File: config.mk
export PLATFORM = sky130hd
export DESIGN_NAME = regfile_write_arbiter
export DESIGN_NICKNAME = d
export VERILOG_FILES = /design/src/rtl/regfile_write_arbiter.sv
export SDC_FILE = /design/constraint.sdc
export NUM_CORES = 1
export LEC_CHECK = 0
export CAP_MARGIN = 10
export CORE_MARGIN = 2
export CORE_UTILIZATION = 40
export CTS_BUF_LIST = sky130_fd_sc_hd__clkbuf_2 sky130_fd_sc_hd__clkbuf_4 sky130_fd_sc_hd__clkbuf_8
export CTS_CLUSTER_DIAMETER = 50
export CTS_CLUSTER_SIZE = 30
export DETAILED_ROUTE_END_ITERATION = 16
export GPL_TIMING_DRIVEN = 1
export PLACE_DENSITY = 0.68
export SYNTH_ARGS = -nofsm -noshare
export SYNTH_HDL_FRONTEND = slang
export SYNTH_SLANG_ARGS = --single-unit
File: constraint.sdc
create_clock -name clk -period 3.3 [get_ports clk]
set_clock_uncertainty 0.2 [all_clocks]
set_input_delay 0.33 -clock clk [delete_from_list [all_inputs] [get_ports clk]]
set_output_delay 0.33 -clock clk [all_outputs]
set_load 0.01 [all_outputs]
File: src/rtl/regfile_write_arbiter.sv
`default_nettype none
// ============================================================================
//  Module      : regfile_write_arbiter
//  Description : Shares the register file's single write port between the
//                writeback stage (priority) and a long-latency result source.
//                Long-latency results wait in a small circular FIFO and
//                drain into cycles where writeback is idle. The write port
//                outputs are registered. Pending writes are reported to the
//                hazard unit through chk_busy1/chk_busy2.
//                Optional macro REGFILE_ARB_FAIRNESS_EN adds a starvation
//                counter that forces a FIFO grant (and stalls writeback for
//                one cycle) after STARVE_LIMIT consecutive lost arbitrations.
//  Revision    : 1.0 - initial release
// ============================================================================
module regfile_write_arbiter #(
    parameter int DATA_W       = 32,
    parameter int ADDR_W       = 5,
    parameter int FIFO_DEPTH   = 4,
    parameter int STARVE_LIMIT = 4
) (
    input  logic                          clk,
    input  logic                          reset,
    // writeback stage
    input  logic                          wb_wr,
    input  logic [ADDR_W-1:0]             wb_addr,
    input  logic [DATA_W-1:0]             wb_data,
    output logic                          wb_stall,
    // long-latency result source
    input  logic                          mc_valid,
    input  logic [ADDR_W-1:0]             mc_addr,
    input  logic [DATA_W-1:0]             mc_data,
    output logic                          mc_ready,
    // register file write port
    output logic                          reg_wr,
    output logic [ADDR_W-1:0]             reg_wr_addr,
    output logic [DATA_W-1:0]             reg_wr_data,
    // hazard checks
    input  logic [ADDR_W-1:0]             chk_addr1,
    input  logic [ADDR_W-1:0]             chk_addr2,
    output logic                          chk_busy1,
    output logic                          chk_busy2,
    output logic [$clog2(FIFO_DEPTH):0]   pend_count
);

    localparam int c_PTR_W = $clog2(FIFO_DEPTH);
    localparam int c_CNT_W = c_PTR_W + 1;

    localparam logic [c_PTR_W-1:0] c_PTR_ONE = 1;
    localparam logic [c_CNT_W-1:0] c_CNT_ONE = 1;
    localparam logic [c_CNT_W-1:0] c_DEPTH   = FIFO_DEPTH[c_CNT_W-1:0];

    // Parameter sanity: pointer wrap relies on a power-of-two depth.
    if (FIFO_DEPTH < 2 || (FIFO_DEPTH & (FIFO_DEPTH - 1)) != 0) begin : g_bad_fifo_depth
        $error("regfile_write_arbiter: FIFO_DEPTH must be a power of two >= 2");
    end
    if (STARVE_LIMIT < 1) begin : g_bad_starve_limit
        $error("regfile_write_arbiter: STARVE_LIMIT must be >= 1");
    end

    // ------------------------------------------------------------------------
    // State
    // ------------------------------------------------------------------------
    logic [ADDR_W-1:0]  r_fifo_addr [FIFO_DEPTH];
    logic [DATA_W-1:0]  r_fifo_data [FIFO_DEPTH];
    logic [c_PTR_W-1:0] r_wr_ptr;
    logic [c_PTR_W-1:0] r_rd_ptr;
    logic [c_CNT_W-1:0] r_count;

    // ------------------------------------------------------------------------
    // Arbitration decode
    // ------------------------------------------------------------------------
    logic w_fifo_nonempty;
    logic w_wb_req;
    logic w_grant_wb;
    logic w_deq;
    logic w_mc_xfer;
    logic w_enq;

    assign w_fifo_nonempty = (r_count != '0);
    // A write to r0 is architecturally a no-op, so it never competes.
    assign w_wb_req        = wb_wr && (wb_addr != '0);
    assign w_grant_wb      = w_wb_req && !wb_stall;
    assign w_deq           = !w_grant_wb && w_fifo_nonempty;
    // No pass-through when full: readiness depends only on the stored count.
    assign mc_ready        = (r_count < c_DEPTH);
    assign w_mc_xfer       = mc_valid && mc_ready;
    // r0 results complete the handshake but are dropped.
    assign w_enq           = w_mc_xfer && (mc_addr != '0);

    assign pend_count      = r_count;

`ifdef REGFILE_ARB_FAIRNESS_EN
    localparam int c_STARVE_W = $clog2(STARVE_LIMIT + 1);
    localparam logic [c_STARVE_W-1:0] c_STARVE_LIM = STARVE_LIMIT[c_STARVE_W-1:0];
    localparam logic [c_STARVE_W-1:0] c_STARVE_ONE = 1;

    logic [c_STARVE_W-1:0] r_starve_cnt;

    // Count consecutive cycles where a waiting FIFO head loses to writeback.
    always_ff @(posedge clk) begin
        if (reset) begin
            r_starve_cnt <= '0;
        end else if (w_grant_wb && w_fifo_nonempty) begin
            r_starve_cnt <= r_starve_cnt + c_STARVE_ONE;
        end else begin
            r_starve_cnt <= '0;
        end
    end

    // Decoded from the register so the stall is glitch-free and early.
    assign wb_stall = (r_starve_cnt == c_STARVE_LIM);
`else
    assign wb_stall = 1'b0;
`endif

    // ------------------------------------------------------------------------
    // FIFO storage (contents need no reset; validity comes from the count)
    // ------------------------------------------------------------------------
    // Capture an accepted non-r0 result at the write pointer.
    always_ff @(posedge clk) begin
        if (!reset && w_enq) begin
            r_fifo_addr[r_wr_ptr] <= mc_addr;
            r_fifo_data[r_wr_ptr] <= mc_data;
        end
    end

    // Pointer and occupancy bookkeeping; simultaneous enq/deq keeps count.
    always_ff @(posedge clk) begin
        if (reset) begin
            r_wr_ptr <= '0;
            r_rd_ptr <= '0;
            r_count  <= '0;
        end else begin
            if (w_enq) begin
                r_wr_ptr <= r_wr_ptr + c_PTR_ONE;
            end
            if (w_deq) begin
                r_rd_ptr <= r_rd_ptr + c_PTR_ONE;
            end
            if (w_enq && !w_deq) begin
                r_count <= r_count + c_CNT_ONE;
            end else if (!w_enq && w_deq) begin
                r_count <= r_count - c_CNT_ONE;
            end
        end
    end

    // ------------------------------------------------------------------------
    // Registered write port
    // ------------------------------------------------------------------------
    // Load the winner; with no winner only the enable drops.
    always_ff @(posedge clk) begin
        if (reset) begin
            reg_wr      <= 1'b0;
            reg_wr_addr <= '0;
            reg_wr_data <= '0;
        end else if (w_grant_wb) begin
            reg_wr      <= 1'b1;
            reg_wr_addr <= wb_addr;
            reg_wr_data <= wb_data;
        end else if (w_deq) begin
            reg_wr      <= 1'b1;
            reg_wr_addr <= r_fifo_addr[r_rd_ptr];
            reg_wr_data <= r_fifo_data[r_rd_ptr];
        end else begin
            reg_wr      <= 1'b0;
        end
    end

    // ------------------------------------------------------------------------
    // Hazard reporting
    // ------------------------------------------------------------------------
    logic [FIFO_DEPTH-1:0] w_hit1;
    logic [FIFO_DEPTH-1:0] w_hit2;

    // A slot is live when its distance from the read pointer is below count;
    // this also covers the full case where every slot is live.
    for (genvar g = 0; g < FIFO_DEPTH; g++) begin : g_slot
        logic [c_PTR_W-1:0] w_off;
        logic               w_live;
        assign w_off     = c_PTR_W'(g) - r_rd_ptr;
        assign w_live    = ({1'b0, w_off} < r_count);
        assign w_hit1[g] = w_live && (r_fifo_addr[g] == chk_addr1);
        assign w_hit2[g] = w_live && (r_fifo_addr[g] == chk_addr2);
    end

    // A source is busy while queued or while its write is on the port.
    always_comb begin
        chk_busy1 = (chk_addr1 != '0) &&
                    ((|w_hit1) || (reg_wr && (reg_wr_addr == chk_addr1)));
        chk_busy2 = (chk_addr2 != '0) &&
                    ((|w_hit2) || (reg_wr && (reg_wr_addr == chk_addr2)));
    end

endmodule
`default_nettype wire

==> results of run 1 <==
layout by cell type, fill, tap and decap left out, types with 4 or more instances in the layout:
cell and n:
a21oi_1 5, a311oi_1 26, a311oi_2 10, and2_2 4, buf_4 7, clkbuf_4 4
clkbuf_8 18, clkdlybuf4s50_1 130, dfxtp_1 44, edfxtp_1 148, ha_1 9, inv_1 8
mux4_2 37, nand2_1 78, nand3_1 5, nand4_1 4, nor2_1 48, nor3_1 6
nor4_1 4, o211ai_1 5, or4_1 4, xnor2_1 13, xor2_1 43
per-layer routing:
| layer | wire length, microns | up-vias | share of wire (%) |
|---|---|---|---|
| met2 | 9297 | 156 | 50 |
| met4 | 416 | 0 | 2.2 |
| met1 | 8033 | 2525 | 43 |
| li1 | - | 2328 | - |
| met3 | 898 | 29 | 4.8 |
| met5 | 0 | - | 0 |
worst max-delay path by stage:
stage	startpoint	to	slack, ns
2_1_floorplan	pend_count[2]$_SDFFE_PP0P_	pend_count[2]$_SDFFE_PP0P_	0.69
3_3_place_gp	mc_addr[3]	pend_count[2]$_SDFFE_PP0P_	0.32
3_5_place_dp	mc_addr[3]	pend_count[2]$_SDFFE_PP0P_	0.16
4_1_cts	pend_count[1]$_SDFFE_PP0P_	chk_busy2	0.0003
5_1_grt	pend_count[1]$_SDFFE_PP0P_	chk_busy1	0.01
6_report	pend_count[1]$_SDFFE_PP0P_	chk_busy1	0.15
cell families after synthesis:
family / count (synthesis) / synth area share, %
multiplexers: 38 / 10.24
adder cells (fa/ha/maj): 10 / 1.610
buffers and inverters: 49 / 2.733
XOR/XNOR: 56 / 5.953
AND/OR/NAND/NOR: 157 / 7.972
other: 1 / 0.04551
flip-flops: 195 / 65.36
AO/OA/AOI/OAI: 55 / 6.090
power by group through the flow:
| stage | logic (mW) | registers, mW | clock network [mW] |
|---|---|---|---|
| after global routing | 2.30 | 3.12 | 1.73 |
| after global placement | 2.06 | 3.13 | 0 |
| after CTS | 2.11 | 3.09 | 1.65 |
| final | 2.08 | 3.09 | 1.62 |
| after detailed placement | 2.10 | 3.15 | 0 |
| after floorplan | 1.33 | 3.09 | 0 |
area by class of cell:
type / instances / area, sq um / share of cell area, %
timing repair buffer: 139 / 1379 / 13.50
clock inverter: 10 / 150.1 / 1.470
clock buffer: 22 / 277.8 / 2.720
multi-input combinational: 317 / 2650 / 25.95
sequential: 195 / 5389 / 52.76
inverter: 8 / 30.03 / 0.2940
tap: 270 / 337.8 / 3.308
worst reg2reg max path, cell delays in order, from the launching register on:
cell,delay [ns]
dfxtp_1,0.44
inv_1,0.20
o211ai_1,0.22
nor2_1,0.23
and2_2,0.86
flip-flops by register name, indices dropped and copies added (netlist names), named ones only:
register,cells
reg_wr,1
reg_wr_addr,5
pend_count,3
reg_wr_data,32
r_fifo_addr,20
r_rd_ptr,2
r_wr_ptr,2
r_fifo_data,128
per-stage QoR:
stage | util (%) | hold slack (ns) | power (mW) | instances | cell area, sq um
2_1_floorplan | - | 0.2289 | 4.415 | 561 | 8239
3_3_place_gp | 48.34 | 0.2707 | 5.187 | 929 | 9781
3_5_place_dp | 48.34 | 0.2782 | 5.248 | 929 | 9781
4_1_cts | 50.45 | 0.2391 | 6.863 | 961 | 10210
5_1_grt | 50.48 | 0.2623 | 7.154 | 961 | 10210
6_report | 50.48 | 0.2733 | 6.788 | 961 | 10210
==> flow_summary.yaml, run 1 <==
clock_network:
  cts.sinks: 195
  clock_latency_ns: 0.45
  clock-root-buffer: "clkbuf_8"
  cts_buffers: 17
  postCtsSetupRepairBufs: 0
  clk_path_buf_depth: 2
  cts.clk_slew.worst_paths_ns: 0.10
  hold_buffers: 0
  cts_tree: "done"
  cts_resized: 1
  htree_num_levels: 4
final_layout:
  area_growth_pct: 23.96
  num_antenna_cells: 0
  nNetsFinal: 776
  fill_cells: 1647
  drive_gt1_share_pct: 14.04
worst_setup_path:
  critical_path_cell_count: 8
  cp.buffers_inverters: 2
  crit_required_ns: 2.77
  crit_fanout: 6
  r2r_start: "pend_count[2]$_SDFFE_PP0P_"
  start_kind: "flip-flop"
  rrSetupSlack_ns: 0.73
  worstPathCellList: "inv_1, ha_1, a21oi_1, o21ai_1, nand3_1, nor4_1, o22a_1, clkdlybuf4s50_1"
  r2r-end: "r_fifo_addr[1][0]$_DFFE_PP_"
  crit_type: "flip-flop to output port"
  cp-end-kind: "output port"
  cpPeakStageDelay_ns: 0.53
  path_delay_family: "buffers and inverters"
  worstPathArrival_ns: 2.62
  ff2ff_path_depth: 4
  slowest_stage: "clkdlybuf4s50_1"
synth:
  synth_top_area_share_pct: 53.94
  synth.largest_area_cell: "edfxtp_1"
  synth_fp_nets: 659
  ys_ff_latch: 195
  syn-instance-count: 561
  netlist_area_sq_um: 8239
  ys_dominant_reg_cell: "edfxtp_1"
  syn_avg_cell_area_sq_um: 14.69
  netlist_top_cells_count: "edfxtp_1 (148), nand2_1 (78), nor2_1 (48)"
  synth_warnings: 0
  synthTopCellsByArea: "edfxtp_1 (54%), dfxtp_1 (11%), mux4_2 (10%)"
  yosysSeqAreaShare_pct: 65.36
  async_flop_share_pct: 0
  yosysMostFrequentCell: "edfxtp_1"
  ys_types: 34
  synth-edff-count: 148
outcome:
  status: "finished clean"
timing:
  hold_viol_final: 0
  rsz0062_at_grt: "no"
  drv_slew: 0
  max_freq_mhz: 317.8
  slew_headroom_pct: 31.07
  setup_ws_ns: 0.1537
  worst_pin_slew_ns: 1.034
  min_period_ns: 3.146
  finalSetupViolCount: 0
  fin_crit_sh_pct: 95.34
  setup_tns_ns: 0
global_routing:
  grt_max_degree: 76
  grt_util_met2_pct: 29.33
  grt_use_total_pct: 17.76
  grt_pass1_wl_microns: 29480
  use_met1_pct: 23.03
  globalRouteOverflowTotal: 0
  first_global_vias: 5388
  antenna_found_initial: 0
  grt_busiest_layer: "met2"
  grtUsageMet3_pct: 3.395
floorplanning:
  core_area_sq_um: 20230
  rows: 52
  fp.dieW_microns: 147.5
  dieArea_sq_um: 21760
  ioPinCount: 133
  die_h_microns: 147.5
  initial_core_util_pct: 40.72
place:
  gp_congestion: 0.8928
  dp_hpwl_microns: 12690
  io_buffer_count: 131
  post-place-ws_ns: 0.1557
pwr:
  irDropWorstVdd_uv: 371.8
  p_seq_share_pct: 45.5
  p_leak_nw: 3.382
  clock_power_share_pct: 23.9
  power_switching_mw: 2.139
  power_density_nw_per_um2: 664.6
  swShare_pct: 31.52
  pwr-share-comb_pct: 30.6
  internal-power_mw: 4.648
hold_path:
  whs_endpoint: "reg_wr_data[9]$_SDFFE_PP0P_"
  hold_path.class: "primary input to flip-flop"
  min_path_cells: 3
  hold_start: "wb_data[9]"
drt:
  postRouteAntennaNets: 0
  routed_wl_microns: 18650
  via_per_inst: 5.242
  routedWlPerCell_microns: 19.40
  first_pass_iters: 5
  drtIter0Drc: 354
  route.detailed.drc: 0
  dr_total_vias: 5038
job:
  drv_cap: 0
(Power assumes the default switching activity.)
==> run 2: changes to the inputs <==
--- a/config.mk
+++ b/config.mk
@@ -5,7 +5,7 @@
 export SDC_FILE = /design/constraint.sdc
 export NUM_CORES = 1
 export LEC_CHECK = 0
-export CAP_MARGIN = 10
+export CAP_MARGIN = 20
 export CORE_MARGIN = 2
 export CORE_UTILIZATION = 40
 export CTS_BUF_LIST = sky130_fd_sc_hd__clkbuf_2 sky130_fd_sc_hd__clkbuf_4 sky130_fd_sc_hd__clkbuf_8
==> results of run 2 <==
The final DEF is identical to that of run 1; final timing and power are the same.
==> run 3: changes to the inputs <==
--- a/config.mk
+++ b/config.mk
@@ -12,8 +12,9 @@
 export CTS_CLUSTER_DIAMETER = 50
 export CTS_CLUSTER_SIZE = 30
 export DETAILED_ROUTE_END_ITERATION = 16
+export DONT_BUFFER_PORTS = 1
 export GPL_TIMING_DRIVEN = 1
-export PLACE_DENSITY = 0.68
+export PLACE_DENSITY = 0.53
 export SYNTH_ARGS = -nofsm -noshare
 export SYNTH_HDL_FRONTEND = slang
 export SYNTH_SLANG_ARGS = --single-unit
==> flow_summary.yaml, run 3 (synthesis results as in run 1) <==
outcome:
  status: "finished clean"
final_layout:
  area_growth_pct: 19.39
  layout_common_cells: "edfxtp_1 (148), dlygate4sd3_1 (89), nand2_1 (78)"
  top_register: "r_fifo_data"
  mostFrequentLayoutCell: "edfxtp_1"
  top_regs: "r_fifo_data x128, reg_wr_data x32, r_fifo_addr x20"
  instances_no_fill: 925
  drive_gt1_share_pct: 15.29
  nNetsFinal: 739
  largest_reg_flops: 128
clock_network:
  cts_resized: 0
  cts_buffers: 17
  htree_num_levels: 4
  cts.clk_slew.worst_paths_ns: 0.10
  cts_tree: "done"
  clock_latency_ns: 0.44
  postCtsSetupRepairBufs: 0
  clk_path_buf_depth: 2
  cts.sinks: 195
  clock-root-buffer: "clkbuf_8"
global_routing:
  grt_max_degree: 76
  globalRouteOverflowTotal: 0
  grt_pass1_wl_microns: 29540
  antenna_found_initial: 1
  grt_use_total_pct: 18.05
  first_global_vias: 5318
drt:
  wl_met3_microns: 917
  route.detailed.drc: 0
  drtIter0Drc: 282
  dr_total_vias: 4937
  drt-met1-wl_microns: 7742
  routedWlPerCell_microns: 20.53
  routed_wl_microns: 18990
  top_layer: "met4"
  first_pass_iters: 5
  postRouteAntennaNets: 0
  via_per_inst: 5.337
  met2_length_microns: 9921
pwr:
  power_switching_mw: 2.151
  irDropWorstVdd_uv: 335.7
  internal-power_mw: 4.309
  pwr-share-comb_pct: 29.1
  p_leak_nw: 3.287
  swShare_pct: 33.30
  power_density_nw_per_um2: 656.7
  clock_power_share_pct: 22.7
  p_seq_share_pct: 48.2
floorplanning:
  ioPinCount: 133
  core_area_sq_um: 20230
  initial_core_util_pct: 40.72
  fp.dieW_microns: 147.5
  die_h_microns: 147.5
  rows: 52
  dieArea_sq_um: 21760
worst_setup_path:
  r2r-end: "reg_wr_addr[2]$_SDFFE_PP0P_"
  cpPeakStageDelay_ns: 0.58
  worstPathCellList: "or3_2, buf_4, nand2_1, nand2_1, a22oi_1, dlygate4sd3_1, nor2_1, dlygate4sd3_1"
  ff2ff_path_depth: 8
  crit_type: "flip-flop to flip-flop"
  crit_required_ns: 3.44
  r2r_start: "pend_count[0]$_SDFFE_PP0P_"
  start_kind: "flip-flop"
  path_delay_family: "buffers and inverters"
  slowest_stage: "dlygate4sd3_1"
  crit_fanout: 38
  worstPathArrival_ns: 3.25
  rrSetupSlack_ns: 0.20
  cp-end-kind: "flip-flop"
  cp.buffers_inverters: 3
timing:
  drv_slew: 0
  setup_ws_ns: 0.1962
  hold_viol_final: 0
  fin_crit_sh_pct: 94.06
  rsz0062_at_grt: "no"
  worst_pin_slew_ns: 0.8356
  slew_headroom_pct: 44.29
  finalSetupViolCount: 0
  setup_tns_ns: 0
  max_freq_mhz: 322.2
  min_period_ns: 3.104
job:
  drv_cap: 0
place:
  io_buffer_count: 0
  post-place-ws_ns: 0.7185
  gp_congestion: 0.8339
  dp_hpwl_microns: 12170
  dpl.cell_count: 802
hold_path:
  hold_start: "wb_wr"
  min_path_cells: 4
  hold_path.class: "primary input to flip-flop"
  whs_endpoint: "r_rd_ptr[0]$_SDFFE_PP0P_"
[run 3: timing repair]
item	in CTS	in global routing
endpoints found under the hold margin	195	0
endpoints found under the setup margin	0	0
hold buffers	90	0
[run 3: metal layers]
| layer | vias to the layer above | GRT usage [%] |
|---|---|---|
| li1 | 2261 | - |
| met1 | 2502 | 21.77 |
| met2 | 147 | 31.67 |
| met3 | 27 | 4.475 |
| met4 | 0 | 6.154 |
| met5 | - | 0 |
[run 3: tightest hold or removal path, cell delays in order]
cell     delay (ns)
o21ai_4        0.05
nand2_1        0.10
xor2_1         0.09
nor2_1         0.08
[run 3: power by group through the flow]
stage / clock [mW] / sequential [mW] / combinational (mW)
floorplan: 0 / 3.09 / 1.33
global placement: 0 / 3.16 / 1.74
detailed placement: 0 / 3.17 / 1.76
CTS: 1.52 / 3.12 / 1.92
global route: 1.63 / 3.14 / 2.08
finish: 1.47 / 3.11 / 1.88
[run 3: layout make-up]
cell class / instances / area, sq um
Inverter: 8 / 30.03
Sequential cell: 195 / 5388
Clock buffer: 19 / 249.0
Tap cell: 270 / 337.8
Multi-Input combinational cell: 317 / 2648
Timing Repair Buffer: 102 / 1059
Antenna cell: 1 / 2.502
Clock inverter: 13 / 123.9
Fill cell: 1771 / 10400
[run 3: worst max path at each step]
stage / from / end / slack [ns] / depth (start not counted)
floorplan: pend_count[2]$_SDFFE_PP0P_ / pend_count[2]$_SDFFE_PP0P_ / 0.69 / 10
global placement: wb_addr[0] / flip-flop / 0.78 / 6
detailed placement: pend_count[2]$_SDFFE_PP0P_ / pend_count[2]$_SDFFE_PP0P_ / 0.72 / 8
CTS: pend_count[0]$_SDFFE_PP0P_ / reg_wr_addr[2]$_SDFFE_PP0P_ / 0.22 / 8
global route: pend_count[2]$_SDFFE_PP0P_ / reg_wr_addr[2]$_SDFFE_PP0P_ / 0.03 / 8
finish: pend_count[0]$_SDFFE_PP0P_ / reg_wr_addr[2]$_SDFFE_PP0P_ / 0.20 / 8
[run 3: through the flow]
stage,hold slack (ns),power [mW],util [%],cell area (sq um)
floorplan,0.2289,4.415,-,8239
global route,0.03298,6.845,48.61,9837
detailed placement,0.2104,4.929,42.22,8543
CTS,0.01412,6.560,48.60,9834
global placement,0.2104,4.908,42.22,8543
finish,0.04215,6.460,48.61,9837
